--- config.mk ---
export PLATFORM = sky130hd
export DESIGN_NAME = gcd_seg_display
export DESIGN_NICKNAME = d
export VERILOG_FILES = /design/src/rtl/seg_pkg.sv /design/src/rtl/gcd_seg_display_if.sv /design/src/rtl/bin2bcd_seq.sv /design/src/rtl/gcd_seg_display.sv
export SDC_FILE = /design/constraint.sdc
export NUM_CORES = 1
export LEC_CHECK = 0
export ABC_AREA = 1
export BUFFER_PORTS_ARGS = -buffer_cell sky130_fd_sc_hd__buf_4
export CORE_AREA = 2 2 146 148
export CTS_CLUSTER_DIAMETER = 200
export DETAILED_ROUTE_END_ITERATION = 8
export DIE_AREA = 0 0 148 150
export GPL_TIMING_DRIVEN = 0
export PLACE_DENSITY = 0.57
export SKIP_LAST_GASP = 1
export SYNTH_ARGS = -nofsm -noshare
export SYNTH_HDL_FRONTEND = slang
export SYNTH_HIERARCHICAL = 1
export SYNTH_SLANG_ARGS = --single-unit
--- constraint.sdc ---
create_clock -name clk -period 2.4 [get_ports clk]
set_clock_uncertainty 0.05 [all_clocks]
set_input_delay 0.48 -clock clk [delete_from_list [all_inputs] [get_ports clk]]
set_output_delay 0.48 -clock clk [all_outputs]
set_load 0.03 [all_outputs]
--- src/rtl/seg_pkg.sv ---
// Shared types and constants for the GCD seven-segment display.
// Segment codes are active-low {dp,g,f,e,d,c,b,a}.
package seg_pkg;

  localparam int DIGITS = 4;
  localparam int BIN_W  = 14;
  localparam int BCD_W  = 16;

  localparam logic [31:0] MAX_SHOWN = 32'd9999;

  localparam logic [7:0] SEG_0     = 8'hC0;
  localparam logic [7:0] SEG_1     = 8'hF9;
  localparam logic [7:0] SEG_2     = 8'hA4;
  localparam logic [7:0] SEG_3     = 8'hB0;
  localparam logic [7:0] SEG_4     = 8'h99;
  localparam logic [7:0] SEG_5     = 8'h92;
  localparam logic [7:0] SEG_6     = 8'h82;
  localparam logic [7:0] SEG_7     = 8'hF8;
  localparam logic [7:0] SEG_8     = 8'h80;
  localparam logic [7:0] SEG_9     = 8'h90;
  localparam logic [7:0] SEG_DASH  = 8'hBF;
  localparam logic [7:0] SEG_BLANK = 8'hFF;

  typedef enum logic [1:0] {
    IDLE,
    LOAD,
    SHIFT,
    COMMIT
  } cvt_state_e;

  function automatic logic [7:0] seg_enc(input logic [3:0] d);
    logic [7:0] s;
    unique case (d)
      4'd0:    s = SEG_0;
      4'd1:    s = SEG_1;
      4'd2:    s = SEG_2;
      4'd3:    s = SEG_3;
      4'd4:    s = SEG_4;
      4'd5:    s = SEG_5;
      4'd6:    s = SEG_6;
      4'd7:    s = SEG_7;
      4'd8:    s = SEG_8;
      4'd9:    s = SEG_9;
      default: s = SEG_BLANK;
    endcase
    return s;
  endfunction

endpackage

--- src/rtl/gcd_seg_display_if.sv ---
// Start/done handshake between the display controller and the
// iterative binary-to-BCD converter.
interface gcd_seg_display_if;
  import seg_pkg::*;

  logic             start;
  logic [BIN_W-1:0] bin;
  logic             done;
  logic [BCD_W-1:0] bcd;

  modport master (output start, bin, input done, bcd);
  modport slave  (input start, bin, output done, bcd);

endinterface

--- src/rtl/bin2bcd_seq.sv ---
// Sequential double-dabble: one shift-add-3 per cycle, 14 cycles.
// done is high during the final iteration; bcd is valid the cycle after.
module bin2bcd_seq
  import seg_pkg::*;
(
  input  logic              clk,
  input  logic              rst_n,
  gcd_seg_display_if.slave  cv
);

  localparam int SW = BCD_W + BIN_W;
  localparam logic [3:0] LAST = 4'(BIN_W - 1);

  logic [SW-1:0]    sh_q, sh_d;
  logic [3:0]       cnt_q, cnt_d;
  logic             busy_q, busy_d;
  logic [BCD_W-1:0] adj;

  function automatic logic [3:0] add3(input logic [3:0] n);
    return (n >= 4'd5) ? n + 4'd3 : n;
  endfunction

  always_comb begin
    adj = '0;
    for (int i = 0; i < BCD_W / 4; i++) begin
      adj[4*i +: 4] = add3(sh_q[BIN_W + 4*i +: 4]);
    end
  end

  always_comb begin
    sh_d   = sh_q;
    cnt_d  = cnt_q;
    busy_d = busy_q;
    if (cv.start) begin
      sh_d   = {{BCD_W{1'b0}}, cv.bin};
      cnt_d  = '0;
      busy_d = 1'b1;
    end else if (busy_q) begin
      sh_d  = {adj, sh_q[BIN_W-1:0]} << 1;
      cnt_d = cnt_q + 4'd1;
      if (cnt_q == LAST) busy_d = 1'b0;
    end
  end

  always_ff @(posedge clk or negedge rst_n) begin
    if (!rst_n) begin
      sh_q   <= '0;
      cnt_q  <= '0;
      busy_q <= 1'b0;
    end else begin
      sh_q   <= sh_d;
      cnt_q  <= cnt_d;
      busy_q <= busy_d;
    end
  end

  assign cv.done = busy_q && (cnt_q == LAST);
  assign cv.bcd  = sh_q[BIN_W +: BCD_W];

endmodule

--- src/rtl/gcd_seg_display.sv ---
// Four-digit multiplexed display: raw BCD input mode or a converted
// GCD result mode with leading-zero blanking and overflow dashes.
module gcd_seg_display
  import seg_pkg::*;
#(
  parameter int REFRESH_DIV = 100000
) (
  input  logic        clk,
  input  logic        rst_n,
  input  logic [15:0] seg_data_16,
  input  logic [31:0] gcd_result,
  input  logic        cpu_state,
  output logic [3:0]  seg_an,
  output logic [7:0]  seg_seg
);

  localparam int CW = (REFRESH_DIV > 2) ? $clog2(REFRESH_DIV) : 1;
  localparam logic [CW-1:0] CNT_LAST = CW'(REFRESH_DIV - 1);

  logic [CW-1:0]     cnt_q, cnt_d;
  logic [1:0]        dig_q, dig_d;
  cvt_state_e        state_q, state_d;
  logic [31:0]       lat_q, lat_d;
  logic [BCD_W-1:0]  disp_q, disp_d;
  logic              ovf_q, ovf_d;
  logic [DIGITS-1:0] an_q, an_d;
  logic [7:0]        seg_q, seg_d;
  logic [3:0]        in_nib, res_nib;
  logic              lead_blank;

  gcd_seg_display_if cv ();

  bin2bcd_seq u_b2b (
    .clk   (clk),
    .rst_n (rst_n),
    .cv    (cv.slave)
  );

  always_comb begin
    cnt_d = cnt_q + CW'(1);
    dig_d = dig_q;
    if (cnt_q == CNT_LAST) begin
      cnt_d = '0;
      dig_d = dig_q + 2'd1;
    end
  end

  always_comb begin
    state_d  = state_q;
    lat_d    = lat_q;
    disp_d   = disp_q;
    ovf_d    = ovf_q;
    cv.start = 1'b0;
    cv.bin   = lat_q[BIN_W-1:0];
    unique case (state_q)
      IDLE: begin
        if (gcd_result != lat_q) begin
          lat_d   = gcd_result;
          state_d = LOAD;
        end
      end
      LOAD: begin
        cv.start = 1'b1;
        state_d  = SHIFT;
      end
      SHIFT: begin
        if (cv.done) state_d = COMMIT;
      end
      COMMIT: begin
        if (lat_q > MAX_SHOWN) begin
          ovf_d = 1'b1;
        end else begin
          disp_d = cv.bcd;
          ovf_d  = 1'b0;
        end
        state_d = IDLE;
      end
      default: state_d = IDLE;
    endcase
  end

  always_comb begin
    in_nib  = seg_data_16[{dig_q, 2'b00} +: 4];
    res_nib = disp_q[{dig_q, 2'b00} +: 4];
    unique case (dig_q)
      2'd3:    lead_blank = (disp_q[15:12] == 4'd0);
      2'd2:    lead_blank = (disp_q[15:8] == 8'd0);
      2'd1:    lead_blank = (disp_q[15:4] == 12'd0);
      default: lead_blank = 1'b0;
    endcase
  end

  always_comb begin
    an_d = ~(DIGITS'(1) << dig_q);
    if (!cpu_state) begin
      seg_d = seg_enc(in_nib);
      if (dig_q == 2'd2) seg_d[7] = 1'b0;
    end else if (ovf_q) begin
      seg_d = SEG_DASH;
    end else if (lead_blank) begin
      seg_d = SEG_BLANK;
    end else begin
      seg_d = seg_enc(res_nib);
    end
  end

  always_ff @(posedge clk or negedge rst_n) begin
    if (!rst_n) begin
      cnt_q   <= '0;
      dig_q   <= '0;
      state_q <= IDLE;
      lat_q   <= '0;
      disp_q  <= '0;
      ovf_q   <= 1'b0;
      an_q    <= '1;
      seg_q   <= '1;
    end else begin
      cnt_q   <= cnt_d;
      dig_q   <= dig_d;
      state_q <= state_d;
      lat_q   <= lat_d;
      disp_q  <= disp_d;
      ovf_q   <= ovf_d;
      an_q    <= an_d;
      seg_q   <= seg_d;
    end
  end

  assign seg_an  = an_q;
  assign seg_seg = seg_q;

endmodule

==> flow_summary.yaml, run 1 <==
run_status:
  outcome: "completed"
logic_synthesis:
  yosysSeqAreaShare_pct: 44.0
  ys_ff_latch: 117
  syn-cell-area_um2: 6680
  ys_async_sr_fraction_pct: 100
  syn_inst: 863
  ys.flop_type: "dfrtp_1"
  ys_types: 39
  yosysWarnings: 6
  syn_area_per_cell_um2: 7.74
  synth_edf_count: 0
  synth_nets: 945
die:
  initial_core_util_pct: 32.3
  core-area_um2: 20700
  io_pins: 63
  rows: 53
  die_w_um: 148
  fp.dieH_um: 150
  die-area_um2: 22200
detailed_routing:
  num_vias: 5517
  drt_iter0_markers: 274
  vias_per_cell: 4.47
  wl_per_cell_um: 11.9
  routed_wl_um: 14700
  route.detailed.drc: 0
  drtPass1Iterations: 4
  ant_nets: 0
worst_setup_path:
  crit_path_max_incr_delay_ns: 0.41
  crit_path_top_delay_cell: "dfrtp_1"
  startpoint_type: "flip-flop"
  path_delay_family: "buffers and inverters"
  critPathRequiredTime_ns: 2.70
  critPathMaxFanout: 12
  arrival_ns: 2.41
  cp-end-kind: "flip-flop"
  crit_chain: "buf_6, inv_4, buf_6, nand2_1, a32oi_1, inv_1, ha_1, a21oi_1, nor2_1, nor2_1"
  path_class: "reg2reg"
  crit_buf_inv: 4
sta:
  period_minus_slack_ns: 2.12
  setup_tns_ns: 0
  slew_violations: 0
  post-route-period-util_pct: 88.2
  slew_headroom_pct: 66.4
  rsz0062_at_grt: "false"
  setup_slack_ns: 0.283
  tightest_slew_ns: 0.504
  finalSetupViolations: 0
  hold_viol: 0
  fmax_ghz: 0.472
  whs_ns: 0.259
global_routing:
  antenna_found_initial: 0
  grt_pass1_vias: 5252
  overflow: 0
  grt_pass1_wl_um: 25200
  use_met2_pct: 22.6
  grt_use_total_pct: 14.1
  grt_use_met3_pct: 3.48
  grt_max_degree: 66
  busiest_layer: "met2"
  met1_usage_pct: 19.0
cells_and_area:
  n_antenna_cell: 0
  final_nets: 1028
  area_growth_pct: 21.8
  layout_common_cells: "nand2_1 (310), dfrtp_1 (105), nand3_1 (85)"
  layout_commonest_cell: "nand2_1"
  fin_cells: 1233
  drive_above_1_share_pct: 17.7
flow_run:
  maxCapViolations: 0
clock_network:
  clkTransAtPathRegs_ns: 0.05
  cts_buffers: 17
  postCtsHoldBufs: 1
  post_cts_resized: 0
  clock-sinks: 117
  htreeDepth: 4
  cts_tree: "yes"
  cts_setup_buffers: 0
  cts.path.max_buffers: 2
  cts-root-buf: "clkbuf_16"
  insertion_delay_ns: 0.41
placed_design:
  dp.cells: 1201
  portBuffers: 62
  gp_congestion: 0.784
  place_ws_ns: 0.265
  hpwl_um: 10800
worst_hold_path:
  hold_class: "in2reg"
pwr:
  vdd_drop_max_mv: 0.529
  power_density_nw_per_um2: 732
  p_total_mw: 5.97
  cellLeakagePower_nw: 4.26
[per-layer routing]
metal | vias to the layer above | wire length [um]
li1 | 2907 | -
met1 | 2505 | 7160
met5 | - | 0
met2 | 91 | 6780
met4 | 0 | 153
met3 | 14 | 579
[worst min-delay path, delay by kind of cell]
| family | cells | cell delay [ns] |
|---|---|---|
| AND/OR/NAND/NOR | 2 | 0.13 |
| buffers and inverters | 1 | 0.09 |
[cells by family (layout without fill, tap and decap cells)]
| group | Yosys count | after routing | synth area share [%] |
|---|---|---|---|
| compound gates | 77 | 77 | 7.00 |
| fa+ha+maj | 31 | 31 | 5.80 |
| buf+inv | 128 | 223 | 9.58 |
| xor+xnor | 25 | 25 | 3.28 |
| simple gates | 485 | 485 | 30.3 |
| flops | 117 | 117 | 44.0 |
[final timing paths]
kind                                     from         end  slack (ns)  cells after the start
max in group asynchronous               rst_n   lat_q[31]        1.08                      3
worst min-delay path            gcd_result[8]    lat_q[8]        0.26                      3
worst max register to register       dig_q[0]  seg_seg[3]        0.28                     10
min in group asynchronous               rst_n    cnt_q[0]        0.55                      2
worst min register to register      disp_q[3]   disp_q[3]        0.42                      2
worst max-delay path                 dig_q[0]  seg_seg[3]        0.28                     10
[sequential cells by signal, indices dropped and copies added, names as in the netlist]
name,flops
lat_q,32
ovf_q,1
u_b2b/busy_q,1
state_q,2
seg_an,4
disp_q,16
u_b2b/sh_q,30
u_b2b/cnt_q,4
seg_seg,8
cnt_q,17
dig_q,2
[cell usage after synthesis (13+ instances only)]
cell	n	area, um^2
buf_4	17	128
a21oi_1	15	75.1
a22oi_1	13	97.6
o21ai_0	17	85.1
nand2_1	310	1160
nand3_1	85	425
nor2_1	52	195
inv_1	75	282
o21ai_1	16	80.1
ha_1	31	388
dfrtp_1	105	2630
xnor2_1	22	193
[metrics by stage]
step,util [%],instance area (um^2)
final,39.4,8140
after global routing,39.4,8140
after CTS,39.4,8140
after detailed placement,36.4,7520
after global placement,36.2,7490
after floorplan,-,6680
[area by class of cell]
class | instances | area (um^2)
Buffer | 40 | 308
Timing Repair Buffer | 64 | 507
Clock buffer | 22 | 484
Sequential cell | 117 | 2940
Inverter | 88 | 333
Multi-Input combinational cell | 618 | 3100
Clock inverter | 9 | 125
Tap cell | 275 | 344
Fill cell | 2139 | 12500
[report_power, final]
part / internal (mW) / switching (mW) / leakage (nW)
Sequential: 2.14 / 0.174 / 1.44
Clock: 1.73 / 0.862 / 0.298
Combinational: 0.491 / 0.574 / 2.51
Total: 4.35 / 1.61 / 4.26
Power figures use the tool's default switching activity.
==> run 2, diff against run 1 <==
--- a/config.mk
+++ b/config.mk
@@ -5,12 +5,11 @@
 export SDC_FILE = /design/constraint.sdc
 export NUM_CORES = 1
 export LEC_CHECK = 0
-export ABC_AREA = 1
 export BUFFER_PORTS_ARGS = -buffer_cell sky130_fd_sc_hd__buf_4
-export CORE_AREA = 2 2 146 148
+export CORE_AREA = 2 2 142 144
 export CTS_CLUSTER_DIAMETER = 200
 export DETAILED_ROUTE_END_ITERATION = 8
-export DIE_AREA = 0 0 148 150
+export DIE_AREA = 0 0 144 146
 export GPL_TIMING_DRIVEN = 0
 export PLACE_DENSITY = 0.57
 export SKIP_LAST_GASP = 1
==> run 2 against run 1 <==
Net effect:
- flip-flop and latch count unchanged
- worst setup slack worse by 0.15 ns
- global-route usage decreased by 0.23 points
- synthesized cell count shrank 35%
- non-clock buffer count increased by 1
- fmax is 6.6% lower
- first-iteration DRC count fell by 30%
- final cell count decreased by 25%
==> flow_summary.yaml, run 2 <==
sta:
  tightest_slew_ns: 0.486
  post-route-period-util_pct: 94.4
  hold_viol: 0
  setup_slack_ns: 0.134
  setup_tns_ns: 0
  fmax_ghz: 0.441
  period_minus_slack_ns: 2.27
  rsz0062_at_grt: "false"
  finalSetupViolations: 0
  slew_headroom_pct: 67.6
  slew_violations: 0
logic_synthesis:
  ys_types: 60
  synth_top_area_cell: "dfrtp_1"
  syn-cell-area_um2: 6370
  yosysSeqAreaShare_pct: 46.2
  synth_area_leaders: "dfrtp_1 (41%), mux2_2 (8.5%), ha_1 (6.1%)"
  synth_nets: 644
  ys_async_sr_fraction_pct: 100
  synth_common_cells: "dfrtp_1 (105), mux2_2 (48), xor2_1 (43)"
  syn_area_per_cell_um2: 11.3
  yosysMostFrequentCell: "dfrtp_1"
  syn_inst: 562
  ys_ff_latch: 117
  synth_top_area_share_pct: 41.2
  yosysWarnings: 6
  synth_edf_count: 0
  ys.flop_type: "dfrtp_1"
flow_run:
  maxCapViolations: 0
detailed_routing:
  vias_per_cell: 4.83
  num_vias: 4478
  drtPass1Iterations: 4
  routed_wl_um: 13900
  drt_iter0_markers: 191
  wl_per_cell_um: 15.0
  route.detailed.drc: 0
  ant_nets: 0
cells_and_area:
  area_growth_pct: 23.9
  n_antenna_cell: 0
  fin_cells: 928
  fillers: 1821
  largest_reg_flops: 32
  regMostFlops: "lat_q"
  final_nets: 732
  drive_above_1_share_pct: 32.0
  layout_commonest_cell: "dfrtp_1"
  top_regs: "lat_q: 32 flops, u_b2b/sh_q: 30 flops, cnt_q: 17 flops"
  layout_common_cells: "dfrtp_1 (105), buf_4 (88), mux2_2 (48)"
worst_setup_path:
  path_class: "reg2reg"
  arrival_ns: 2.56
  cp-end-kind: "flip-flop"
  startpoint_type: "flip-flop"
  critPathRequiredTime_ns: 2.70
  critPathMaxFanout: 9
die:
  die_w_um: 144
  core-area_um2: 19300
  io_pins: 63
  fp.dieH_um: 146
  die-area_um2: 21000
  rows: 51
  initial_core_util_pct: 33.0
global_routing:
  grt_max_degree: 99
  antenna_found_initial: 0
  overflow: 0
  grt_pass1_vias: 4799
  grt_pass1_wl_um: 22900
  grt_use_total_pct: 13.9
placed_design:
  hpwl_um: 10200
  gp_congestion: 0.818
  place_ws_ns: -0.146
  portBuffers: 62
  dp.cells: 890
clock_network:
  htreeDepth: 4
  clkTransAtPathRegs_ns: 0.05
  cts.path.max_buffers: 2
  insertion_delay_ns: 0.41
  cts_tree: "yes"
  clock-sinks: 117
  cts_buffers: 17
  cts-root-buf: "clkbuf_16"
pwr:
  vdd_drop_max_mv: 0.587
  cellLeakagePower_nw: 3.64
  power_density_nw_per_um2: 861
worst_hold_path:
  hold_class: "in2reg"
run_status:
  outcome: "completed"
[run 2: cell types whose count changed after synthesis, moves of 23 or more]
cell / before / now
nor2_1: 52 / 29
nand3_1: 85 / 16
inv_1: 75 / 30
nand2_1: 310 / 26
xor2_1: 3 / 43
mux2_2: 0 / 48
[run 2: final timing paths]
kind | cells after the start | from | to | slack [ns]
max in group asynchronous | 3 | rst_n | seg_an[2] | 1.13
worst min-delay path | 2 | cpu_state | seg_seg[6] | 0.21
worst min register to register | 1 | cnt_q[0] | cnt_q[0] | 0.44
worst max register to register | 7 | dig_q[0] | seg_seg[3] | 0.13
min in group asynchronous | 2 | rst_n | disp_q[3] | 0.43
worst max-delay path | 7 | dig_q[0] | seg_seg[3] | 0.13
[run 2: routing by layer]
layer  vias up  track usage (%)  wire, um  share of wire, %
li1       2145                -         -                 -
met1      2190             16.7      6160                44
met2       110             22.5      6700                48
met3        33             4.15       582               4.2
met4         0             6.67       433               3.1
met5         -                0         0                 0
[run 2: cells by family (layout without fill, tap and decap cells)]
group | count (synthesis) | in the layout | synth area share, %
AO/OA/AOI/OAI | 70 | 70 | 7.22
adder cells (fa/ha/maj) | 31 | 31 | 6.09
flip-flops | 117 | 117 | 46.2
AND/OR/NAND/NOR | 145 | 145 | 12.1
multiplexers | 79 | 79 | 15.2
buffers and inverters | 67 | 168 | 5.89
XOR/XNOR | 53 | 53 | 7.28
[run 2: area by class of cell]
cell class	instances	area (um^2)	share of cell area, %
clock buffer	21	480	6.09
clock inverter	11	149	1.89
timing repair buffer	69	544	6.89
tap	265	332	4.20
sequential	117	2940	37.3
inverter	31	116	1.47
multi-input combinational	378	3070	38.9
buffer	36	259	3.28
[run 2: worst max-delay path, stage by stage (launching register included)]
cell     delay, ns
dfrtp_1       0.39
buf_6         0.17
mux4_1        0.65
inv_1         0.17
ha_1          0.25
and2_2        0.18
nor3_1        0.17
o22a_1        0.19
[run 2: timing repair]
action	CTS	global route
setup endpoints to repair	9	39
cloned	0	0
setup buffers	0	5
gates resized for setup	1	1
pin swaps	0	2
hold endpoints to repair	9	0
hold buffers	1	0
[run 2: stage by stage]
| stage | power [mW] | utilization (%) | instance area, um^2 | hold WS [ns] |
|---|---|---|---|---|
| 2_1_floorplan | 3.70 | - | 6370 | 0.134 |
| 3_3_place_gp | 4.08 | 37.1 | 7170 | 0.422 |
| 3_5_place_dp | 4.16 | 37.2 | 7200 | 0.293 |
| 4_1_cts | 6.87 | 40.6 | 7850 | 0.185 |
| 5_1_grt | 7.18 | 40.8 | 7890 | 0.200 |
| 6_report | 6.79 | 40.8 | 7890 | 0.209 |
[run 2: power by group]
group          switching, mW  internal [mW]  leakage (nW)
registers              0.402           2.34          1.46
clock network          0.909           1.74         0.301
logic                  0.630          0.775          1.88
total                   1.94           4.85          3.64
